File: src/rtl/rr_mux_n.sv
// rr_mux_n: N:1 round-robin valid/ready mux with registered output; RR_MUX_LOCK_EN adds packet lock via in_last/out_last
module rr_mux_n #(
    parameter int N     = 4,
    parameter int WIDTH = 8,
    parameter int SW    = $clog2(N)
) (
    input  logic               clk,
    input  logic               rst,
    input  logic [N*WIDTH-1:0] in_data,
    input  logic [N-1:0]       in_valid,
    output logic [N-1:0]       in_ready,
`ifdef RR_MUX_LOCK_EN
    input  logic [N-1:0]       in_last,
    output logic               out_last,
`endif
    output logic [WIDTH-1:0]   out_data,
    output logic               out_valid,
    input  logic               out_ready,
    output logic [SW-1:0]      out_sel
);
    logic [SW-1:0] ptr;
    logic [SW-1:0] gidx;
    logic [SW-1:0] nptr;
    logic [N-1:0]  grant;
    logic          load_en;
`ifdef RR_MUX_LOCK_EN
    logic          lock;
    logic [SW-1:0] lock_idx;
`endif

    assign load_en  = !out_valid || out_ready;
    assign in_ready = grant & {N{load_en && !rst}};
    assign nptr     = (gidx == SW'(N - 1)) ? '0 : gidx + 1'b1;

    // first valid channel searching from ptr upward with wrap; a held lock overrides the search
    always_comb begin : arb
        logic [SW:0]   s;
        logic [SW-1:0] idx;
        grant = '0;
        gidx  = '0;
        s     = '0;
        idx   = '0;
        for (int k = 0; k < N; k++) begin
            s   = {1'b0, ptr} + (SW+1)'(k);
            idx = (s >= (SW+1)'(N)) ? SW'(s - (SW+1)'(N)) : SW'(s);
            if (grant == '0 && in_valid[idx]) begin
                grant[idx] = 1'b1;
                gidx       = idx;
            end
        end
`ifdef RR_MUX_LOCK_EN
        if (lock) begin
            grant           = '0;
            grant[lock_idx] = in_valid[lock_idx];
            gidx            = lock_idx;
        end
`endif
    end

    // output register and pointer: load on accept, drain to empty when nothing is offered
    always_ff @(posedge clk) begin
        if (rst) begin
            out_valid <= 1'b0;
            out_data  <= '0;
            out_sel   <= '0;
            ptr       <= '0;
`ifdef RR_MUX_LOCK_EN
            lock      <= 1'b0;
            lock_idx  <= '0;
            out_last  <= 1'b0;
`endif
        end else if (load_en) begin
            out_valid <= |grant;
            if (|grant) begin
                out_data <= in_data[gidx*WIDTH +: WIDTH];
                out_sel  <= gidx;
`ifdef RR_MUX_LOCK_EN
                out_last <= in_last[gidx];
                lock     <= !in_last[gidx];
                lock_idx <= gidx;
                if (in_last[gidx]) ptr <= nptr;
`else
                ptr      <= nptr;
`endif
            end
        end
    end
endmodule
File: config.mk
export PLATFORM = sky130hd
export DESIGN_NAME = rr_mux_n
export DESIGN_NICKNAME = d
export VERILOG_FILES = /design/src/rtl/rr_mux_n.sv
export SDC_FILE = /design/constraint.sdc
export NUM_CORES = 1
export LEC_CHECK = 0
export ABC_AREA = 1
export BUFFER_PORTS_ARGS = -buffer_cell sky130_fd_sc_hd__buf_2
export CAP_MARGIN = 5
export CORE_MARGIN = 3
export CORE_UTILIZATION = 30
export DETAILED_ROUTE_END_ITERATION = 16
export GPL_ROUTABILITY_DRIVEN = 0
export PLACE_DENSITY = 0.5
export SLEW_MARGIN = 5
export SYNTH_ARGS = -nofsm -noshare
export SYNTH_HDL_FRONTEND = slang
export SYNTH_SLANG_ARGS = --single-unit
File: constraint.sdc
create_clock -name clk -period 8.8 [get_ports clk]
set_input_delay 0.44 -clock clk [delete_from_list [all_inputs] [get_ports clk]]
set_output_delay 0.44 -clock clk [all_outputs]
set_load 0.01 [all_outputs]
Word-level counts from Yosys, hierarchy flattened
Index checks and enable logic that the tools add are counted.

cells by class
  mux-type cells = 29
  equal/unequal tests = 1
  add/sub/neg operators = 8
  shifts and indexed selects = 1
  reduce and logical (&&, ||, !) cells = 16
  $lt $le $gt $ge = 12
  bitwise gates (word level) = 4

operator list
  kind                                                                           number
  32-bit by 6-bit indexed part select with 8-bit output                          1
  2-bit two-way mux                                                              9
  4-bit two-way mux                                                              4
  4-bit logical NOT                                                              3
  2-bit by 3-bit less-than comparator with 1-bit output (second input constant)  4
  4-bit bitwise OR                                                               3
  3-bit >= comparator (second input constant)                                    3
  1-bit binary-select mux with 2-bit select                                      4
  1-bit demux with 2-bit select                                                  4
  2-bit by 1-bit >= comparator with 1-bit output (second input constant)         4
  1-bit logical AND                                                              8
  1-bit two-way mux                                                              8
  2-bit by 1-bit subtractor with 2-bit output (second input constant)            4
  2-bit by 2-bit adder with 3-bit output (second input constant)                 2
  4-bit AND                                                                      1
  4-bit OR reduction                                                             1
  2-bit by 1-bit adder with 3-bit output (second input constant)                 1
  2-bit by 3-bit >= comparator with 1-bit output (second input constant)         1
  2-bit by 1-bit adder with 2-bit output (second input constant)                 1
  2-bit == test (second input constant)                                          1
  1-bit logical NOT                                                              2
  2-bit AND reduction                                                            1
  1-bit logical OR                                                               1

word-level totals
  register bits = 13
  output and inout bits = 15
  logic and storage cells = 75
  input bits = 39

Depth between registers and ports, before layout
  depth in word-level cells = 18
  gate-level depth with buffers = 22

Worst setup path before layout
Ideal clock, no wire load.

  path kind = register -> register
  from = register ptr[0]
  to = register ptr[1]
  setup time = 0.116 ns
  data required time = 8.684 ns
  path slack = 6.033 ns
  cell stages (with the launch flop) = 22
  period minus slack after synthesis = 2.767 ns
  arrival = 2.651 ns
  path through = dfxtp_1 buf_6 inv_6 ha_1 inv_1 nand3_1 o21ai_1 a21oi_4 nand3_1 nand2_2 nor2_4 nand3_1 nand2_2 nor2_4 nand3_4 nand2_8 buf_8 nand2_1 nand2_1 nand3_1 nand2_1 nor2_2

between the ends
  word-level cells in the longest chain between the ends = 18

RTL lines
  what                                                                             RTL line  source
  start, declared                                                                  21        logic [SW-1:0] ptr;
  start signal, assigned                                                           83        ptr <= nptr;
  branches (longest 18 deep; another with 2-bit by 1-bit adder with 3-bit output)  --

Parallel ways; which one is timed is not known. The select of a mux whose other input is x is not followed.
A chain may end at the register's enable or synchronous reset.

Final worst setup path
  from = register ptr[0]
  to = output in_ready[2]

between the ends
  word-level cells in the longest chain between the ends = 17

RTL lines
  what                                                                             RTL line  source
  branches (longest 15 deep; another with 2-bit by 1-bit adder with 3-bit output)  --
  4-bit two-way mux *                                                              46        if (grant == '0 && in_valid[idx]) begin
  4-bit AND *                                                                      32        assign in_ready = grant & {N{load_en && !rst}};
  end, declared                                                                    11        output logic [N-1:0] in_ready,

Every way passes the cells marked *. The select of a mux whose other input is x is not followed.

==> impl_metrics.tcl <==
set metrics [dict create \
    run_status "complete, no violations" \
    tightest_slew_ns 0.660 \
    postPlaceCellArea_um2 1950 \
    layout_common_cells "nand2_1 (66), buf_2 (53), inv_1 (42)" \
    htreeDepth 1 \
    antenna_cells 0 \
    vias 1694 \
    cp_cell_sequence "inv_6 > ha_1 > inv_1 > nand3_1 > o21ai_1 > a21oi_4 > nand3_1 > nand2_2 > nor2_1 > nand3_1 > nand3_2 > nor2_4 > nand3_1 > a21oi_1 > buf_2" \
    skew_ns 0.00173 \
    timing.critical_path.mode_cell "nand3_1" \
    drv_cap 0 \
    finalSetupTns_ns 0 \
    ys_types 28 \
    synth_cells 263 \
    crit_slowest_cell "dfxtp_1" \
    critPathKind "reg -> out" \
    min_path_type "in -> reg" \
    synth_area_um2 1650 \
    synth_fp_nets 309 \
    end_kind "primary output" \
    clkLatencyLatePin_ns 0.24 \
    die_height_um 80.2 \
    die_width_um 80.2 \
    clock.fmax_ghz 0.282 \
    core_um2 5200 \
    maxSlewViolCount 0 \
    clkTransAtPathRegs_ns 0.05 \
    post_cts_buffers 0 \
    worst_ep_required_time_ns 8.36 \
    io_pins 54 \
    overflow 0 \
    multi_input_area_um2 1160 \
    hold_viol 0 \
    relSlewSlack 0.559 \
    cp_slowest_stage_delay_ns 0.74 \
    grt_pass1_vias 1633 \
    first_iter_violations 36 \
    root_buffer "clkbuf_8" \
    drive_gt1_frac 0.322 \
    synth.avg_cell_area_um2 6.28 \
    portBuffers 53 \
    viasPerCell 4.41 \
    arrival_ns 3.11 \
    first_pass_iters 4 \
    regArea_um2 260 \
    fin_crit_ns 3.55 \
    ctsResizeCount 0 \
    cts_sinks 13 \
    antenna_left 0 \
    hold_buffers 0 \
    finalInstanceArea_um2 1990 \
    final_common_cell "nand2_1" \
    nets 361 \
    cts_made_buffers 3 \
    area_growth_pct 20.6 \
    post-route-period-util 0.404 \
    grt_max_degree 20 \
    grt.total_usage 0.140 \
    rsz0062_at_grt "false" \
    dieArea_um2 6430 \
    yosysWarnings 0 \
    totalWireLength_um 4180 \
    routedWlPerCell_um 10.9 \
    finalCoreUtilization 0.383 \
    clock_path_buffers 2 \
    ys_seq_elements 13 \
    antenna_found_initial 0 \
    route.detailed.drc 0 \
    setup_viol 0 \
    fillers 570 \
    cp-start-kind "register" \
    ys_seq_area_frac 0.158 \
    grt_pass1_wl_um 7220 \
    dp_hpwl_um 3300 \
    rows 26 \
    start_util 0.317 \
    cts_tree "done" \
    crit_path_max_fanout 13 \
]
[area by class of cell]
type / count / area share
Clock buffer: 4 / 0.0226
Sequential cell: 13 / 0.131
Inverter: 45 / 0.0873
Timing Repair Buffer: 53 / 0.133
Tap cell: 70 / 0.0440
Multi-Input combinational cell: 199 / 0.582
[final timing paths]
kind	cells past startpoint	to	slack [ns]	startpoint
max	15	in_ready[2]	5.25	ptr[0]$_SDFFE_PP0P_
min	2	ptr[0]$_SDFFE_PP0P_	0.39	rst
max reg2reg	19	out_data[6]$_SDFFE_PP0P_	5.38	ptr[0]$_SDFFE_PP0P_
min reg2reg	2	out_sel[1]$_SDFFE_PP0P_	0.46	out_sel[1]$_SDFFE_PP0P_
[kinds of logic after synthesis]
kind of cell	count (synthesis)	share of synthesized area
adders and majority gates	7	0.0530
DFF	13	0.158
and+or+nand+nor	175	0.581
buffers and inverters	51	0.140
AOI/OAI and AO/OA	17	0.0682
[synth_stat cells, drive strengths merged]
| library cell | count | area, um^2 |
|---|---|---|
| nand2 | 91 | 457 |
| inv | 45 | 174 |
| nand3 | 42 | 248 |
| nor2 | 26 | 135 |
| nand3b | 16 | 120 |
| dfxtp | 13 | 260 |
| a21oi | 9 | 60.1 |
| ha | 7 | 87.6 |
| buf | 6 | 57.5 |
| o21ai | 6 | 33.8 |
| a31oi | 1 | 6.26 |
| o31ai | 1 | 12.5 |
[critical path, delay by kind of cell, from the launching register on]
| kind | cells | cell delay, ns |
|---|---|---|
| fa+ha+maj | 1 | 0.36 |
| compound gates | 3 | 0.44 |
| simple gates | 8 | 0.96 |
| flops | 1 | 0.74 |
| buf+inv | 3 | 0.36 |
[sequential cells by signal (all words and copies together) (netlist names)]
signal and flops:
out_sel 2, ptr 2, out_data 8, out_valid 1
[metal layers]
layer,vias up,wire (um),global-route usage
met4,0,30,0.0270
met2,46,2000,0.237
li1,922,-,-
met3,4,248,0.0336
met1,722,1910,0.179
met5,-,0,0
[stage by stage]
step                hold WS (ns)  setup slack, ns  cells
floorplan                  0.478             6.03    263
global placement           0.454             5.47    380
detailed placement         0.456             5.40    380
CTS                        0.387             5.27    384
global route               0.385             4.99    384
finish                     0.389             5.25    384
Power is left out: the tool's default activity adds up to more than one toggle a clock period on the data nets, which glitch-free logic cannot reach.
